File: src/rtl/date_setter_pkg.sv
// Shared field widths, encodings and reset date for the date entry controller.
// Packed date word order (shared with the keeper): {day, month, year}, day in the MSBs.
package date_setter_pkg;

  localparam int unsigned DAY_W = 5;
  localparam int unsigned MON_W = 4;

  typedef enum logic [1:0] {
    FLD_DAY  = 2'd0,
    FLD_MON  = 2'd1,
    FLD_YEAR = 2'd2
  } field_t;

  typedef enum logic [1:0] {
    ST_IDLE,
    ST_EDIT,
    ST_COMMIT
  } state_t;

  localparam logic [DAY_W-1:0] RST_DAY  = 5'd1;
  localparam logic [MON_W-1:0] RST_MON  = 4'd1;
  localparam logic [DAY_W+MON_W-1:0] RST_DAY_MON = {RST_DAY, RST_MON};

endpackage

File: src/rtl/date_month_len.sv
// Number of days in a month; leap years use only the divisible-by-4 rule.
module date_month_len
  import date_setter_pkg::*;
(
  input  logic [MON_W-1:0] month,
  input  logic [1:0]       year_lo,
  output logic [DAY_W-1:0] day_max
);

  always_comb begin
    day_max = 5'd31;
    case (month)
      4'd4, 4'd6, 4'd9, 4'd11: day_max = 5'd30;
      4'd2:                    day_max = (year_lo == 2'b00) ? 5'd29 : 5'd28;
      default:                 ;
    endcase
  end

endmodule

File: src/rtl/date_setter.sv
// Date entry controller: captures the current date, edits day/month/year with
// step buttons and commits a packed date with a single-cycle overwrite pulse.
module date_setter
  import date_setter_pkg::*;
#(
  parameter int unsigned YEAR_W = 12
) (
  input  logic                          clk,
  input  logic                          rst_n,
  input  logic [DAY_W+MON_W+YEAR_W-1:0] date_cur,
  input  logic                          edit_btn,
  input  logic                          next_btn,
  input  logic                          up_btn,
  input  logic                          down_btn,
  output logic [DAY_W+MON_W+YEAR_W-1:0] date_in,
  output logic                          date_ow,
  output logic                          editing,
  output logic [1:0]                    field_sel
);

  localparam int unsigned DATE_W = DAY_W + MON_W + YEAR_W;

  state_t state, state_nx;
  field_t fld, fld_nx;

  logic [DAY_W-1:0]  day, day_nx, cap_day, mon_max;
  logic [MON_W-1:0]  mon, mon_nx, cap_mon;
  logic [YEAR_W-1:0] year, year_nx;
  logic [DATE_W-1:0] date_nx;
  logic              ow_nx;
  logic              step_up, step_dn, capture, field_step;

  assign cap_day    = date_cur[YEAR_W+MON_W +: DAY_W];
  assign cap_mon    = date_cur[YEAR_W +: MON_W];
  assign step_up    = up_btn & ~down_btn;
  assign step_dn    = down_btn & ~up_btn;
  assign capture    = (state == ST_IDLE) && edit_btn;
  assign field_step = (state == ST_EDIT) && !edit_btn && !next_btn;

  // Day limit is taken from the *next* month/year so a month or year step
  // re-clamps the day in the same update.
  date_month_len u_month_len (
    .month   (mon_nx),
    .year_lo (year_nx[1:0]),
    .day_max (mon_max)
  );

  always_comb begin
    state_nx = state;
    fld_nx   = fld;
    mon_nx   = mon;
    year_nx  = year;
    date_nx  = date_in;
    ow_nx    = 1'b0;
    case (state)
      ST_IDLE: begin
        if (edit_btn) begin
          mon_nx   = (cap_mon == 4'd0 || cap_mon > 4'd12) ? 4'd1 : cap_mon;
          year_nx  = date_cur[YEAR_W-1:0];
          fld_nx   = FLD_DAY;
          state_nx = ST_EDIT;
        end
      end
      ST_EDIT: begin
        if (edit_btn) begin
          date_nx  = {day, mon, year};
          ow_nx    = 1'b1;
          state_nx = ST_COMMIT;
        end else if (next_btn) begin
          case (fld)
            FLD_DAY: fld_nx = FLD_MON;
            FLD_MON: fld_nx = FLD_YEAR;
            default: fld_nx = FLD_DAY;
          endcase
        end else if (fld == FLD_MON) begin
          if (step_up)      mon_nx = (mon >= 4'd12) ? 4'd1 : mon + 4'd1;
          else if (step_dn) mon_nx = (mon <= 4'd1) ? 4'd12 : mon - 4'd1;
        end else if (fld == FLD_YEAR) begin
          if (step_up)      year_nx = year + YEAR_W'(1);
          else if (step_dn) year_nx = year - YEAR_W'(1);
        end
      end
      ST_COMMIT: state_nx = ST_IDLE;
      default:   state_nx = ST_IDLE;
    endcase
  end

  always_comb begin
    day_nx = day;
    if (capture) begin
      if (cap_day == 5'd0)        day_nx = 5'd1;
      else if (cap_day > mon_max) day_nx = mon_max;
      else                        day_nx = cap_day;
    end else if (field_step) begin
      if (fld == FLD_DAY) begin
        if (step_up)      day_nx = (day >= mon_max) ? 5'd1 : day + 5'd1;
        else if (step_dn) day_nx = (day <= 5'd1) ? mon_max : day - 5'd1;
      end else if (day > mon_max) begin
        day_nx = mon_max;
      end
    end
  end

  always_ff @(posedge clk or negedge rst_n) begin
    if (!rst_n) begin
      state   <= ST_IDLE;
      fld     <= FLD_DAY;
      day     <= RST_DAY;
      mon     <= RST_MON;
      year    <= '0;
      date_in <= {RST_DAY_MON, {YEAR_W{1'b0}}};
      date_ow <= 1'b0;
    end else begin
      state   <= state_nx;
      fld     <= fld_nx;
      day     <= day_nx;
      mon     <= mon_nx;
      year    <= year_nx;
      date_in <= date_nx;
      date_ow <= ow_nx;
    end
  end

  assign editing   = (state != ST_IDLE);
  assign field_sel = fld;

endmodule
File: config.mk
export PLATFORM = sky130hd
export DESIGN_NAME = date_setter
export DESIGN_NICKNAME = d
export VERILOG_FILES = /design/src/rtl/date_setter_pkg.sv /design/src/rtl/date_month_len.sv /design/src/rtl/date_setter.sv
export SDC_FILE = /design/constraint.sdc
export NUM_CORES = 1
export LEC_CHECK = 0
export BUFFER_PORTS_ARGS = -buffer_cell sky130_fd_sc_hd__buf_4
export CAP_MARGIN = 20
export CORE_MARGIN = 10
export CORE_UTILIZATION = 50
export CTS_CLUSTER_DIAMETER = 60
export CTS_CLUSTER_SIZE = 10
export DETAILED_ROUTE_END_ITERATION = 10
export HOLD_SLACK_MARGIN = 0.08
export PLACE_DENSITY = 0.83
export SYNTH_ARGS = -nofsm -noshare
export SYNTH_HDL_FRONTEND = slang
export SYNTH_SLANG_ARGS = --single-unit
File: constraint.sdc
create_clock -name clk -period 4.6 [get_ports clk]
set_clock_uncertainty 0.2 [all_clocks]
set_input_delay 0 -clock clk [delete_from_list [all_inputs] [get_ports clk]]
set_output_delay 0 -clock clk [all_outputs]
set_load 0.02 [all_outputs]
==> impl_metrics.json <==
{
  "wl_per_cell_um": 16.9,
  "clkSinkCount": 47,
  "ys_seq_area_frac": 0.356,
  "tightest_slew_ps": 1060,
  "hold_viol_final": 0,
  "die_h_um": 101,
  "hold_slack_ps": 144,
  "grt_pass1_vias": 3092,
  "grt_pass1_wl_mm": 15.0,
  "outcome": "finished, final reports clean",
  "placed_cell_area_mm2": 0.00371,
  "reg2regPathDepth": 14,
  "synth-main-ff-cell": "dfrtp_1",
  "hp-start": "date_cur[15]",
  "period_needed_ps": 4420,
  "synth.avg_cell_area_um2": 8.32,
  "synth_area_leaders": "dfrtp_1, nand2_1, ha_1",
  "grt_usage": 0.176,
  "syn-cell-area_mm2": 0.00332,
  "endpoint_kind": "flop",
  "ant_nets": 0,
  "cts_root_buf": "clkbuf_8",
  "dr_total_vias": 3244,
  "vias_per_cell": 6.00,
  "min_to": "mon[3]",
  "netlist_instances": 399,
  "clockBufferDepth": 2,
  "total_leakage_power_nw": 1.80,
  "start_util": 0.520,
  "clk_pin_slew_worst_paths_ps": 90,
  "yosysMostFrequentCell": "nand2_1",
  "cp_data_arrival_time_ps": 4480,
  "r2r_end": "day[0]",
  "powerDensity_mw_per_mm2": 638,
  "clock_insertion_delay_worst_skew_ps": 310,
  "hold_path_class": "in2reg",
  "r2r_slack_ps": 190,
  "fmax_mhz": 226,
  "core_area_mm2": 0.00639,
  "diodes": 0,
  "synth_seq_cells": 47,
  "drc": 0,
  "ys_types": 61,
  "syn_nets": 438,
  "required_ps": 4650,
  "tns_ps": 0,
  "synth_warnings": 0,
  "final_cell_area_mm2": 0.00420,
  "antenna_found_initial": 0,
  "synth_top_area_cell": "dfrtp_1",
  "p_total_w": 0.00268,
  "dp_hpwl_mm": 6.33,
  "ios": 52,
  "gp_congestion": 0.941,
  "synth_common_cells": "nand2_1, dfrtp_1, nor2_1, inv_1",
  "cp_max_fo": 14,
  "fp.dieW_um": 101,
  "drive_gt1_frac": 0.224,
  "dieArea_mm2": 0.0103,
  "slew_headroom": 0.290,
  "cap_violations": 0,
  "cts_tree": "done",
  "cts_max_level": 2,
  "synth_top_area_share": 0.324,
  "maxSlewViolCount": 0,
  "first_pass_iters": 5,
  "start_kind": "input port",
  "syn_to_final_growth_pct": 26.6,
  "synth_edf_count": 0,
  "final_nets": 502,
  "peakVddDrop_v": 0.000406,
  "portBuffers": 51,
  "reg2reg_from": "field_sel[0]",
  "drt_iter0_drc": 315,
  "totalWireLength_mm": 9.15,
  "synthArstFlopShare": 1.00,
  "cts_buffers": 5,
  "overflow": 0,
  "grt_start_max_net_pins": 44,
  "criticalPathCategory": "in2reg",
  "setup_viol": 0,
  "hold_depth": 4,
  "period_share": 0.962,
  "row_count": 29
}
## metal layers
layer	wire (um)	global-route usage
met5	0	0
met2	4170	0.269
met3	879	0.0497
met1	3930	0.232
met4	171	0.0622
## critical path, stage by stage
cell	delay (ps)
dlygate4sd3_1	540
buf_4	190
or4b_1	590
or4_1	440
a31oi_2	230
o22ai_2	130
a21oi_1	200
o31ai_2	110
inv_1	120
ha_1	230
or2_2	310
maj3_2	300
nor2_1	140
mux2i_1	110
a221oi_2	240
dlygate4sd3_1	580
## kinds of logic after synthesis
| family | synth area share |
|---|---|
| simple gates | 0.211 |
| compound gates | 0.223 |
| buf+inv | 0.0611 |
| flops | 0.356 |
| xor+xnor | 0.0501 |
| mux | 0.0475 |
| fa+ha+maj | 0.0520 |
## cell type report
class / count / area, um^2
timing repair buffer: 85 / 726
fill: 506 / 2180
sequential: 47 / 1180
inverter: 25 / 93.8
multi-input combinational: 299 / 1970
clock buffer: 6 / 72.6
clock inverter: 2 / 60.1
tap: 77 / 96.3
## registers in the layout, indices dropped and copies added (netlist names)
name and flops:
date_in 21, date_ow 1, day 5, field_sel 2, mon 4, state 2, year 12
## per-stage QoR
step                      std cells   util  setup WS [ps]
after floorplan                 399      -            916
after global placement          502  0.581            697
after detailed placement        502  0.581            510
after CTS                       538  0.649           53.8
after global routing            541  0.658          -59.1
final                           541  0.658            176
## layout by cell type, fill, tap and decap left out, types with 10 or more instances in the layout
cell type,Yosys,layout
buf_4,0,57
nand2_1,44,44
dfrtp_1,43,41
nor2_1,35,34
dlygate4sd3_1,0,27
inv_1,25,25
o21ai_0,22,21
a21oi_1,20,20
nor3_1,14,14
nand3_1,14,14
ha_1,12,12
mux2_2,10,10
xor2_1,10,10
## repair_timing
item,in CTS,in global routing
endpoints found under the setup margin,0,1
resized for setup,0,10
setup buffers,0,2
hold buffers,28,0
hold endpoints to repair,70,0
## power breakdown
| part | internal [W] | total, W | switching [W] |
|---|---|---|---|
| clock network | 0.000217 | 0.000362 | 0.000145 |
| registers | 0.000617 | 0.000897 | 0.000279 |
| logic | 0.000647 | 0.00142 | 0.000777 |
| total | 0.00148 | 0.00268 | 0.00120 |
## worst max-delay path by stage
stage                     depth (start not counted)  slack, ps          from  endpoint
after floorplan                                  15        920  field_sel[1]    day[1]
after global placement                           14        700      state[1]    day[1]
after detailed placement                         14        510      state[1]    day[1]
after CTS                                        13         50      state[1]    day[0]
after global routing                             17        -60      state[0]    day[0]
final                                            16        180      edit_btn    day[0]
No activity file was read; power rests on OpenSTA's default activity.
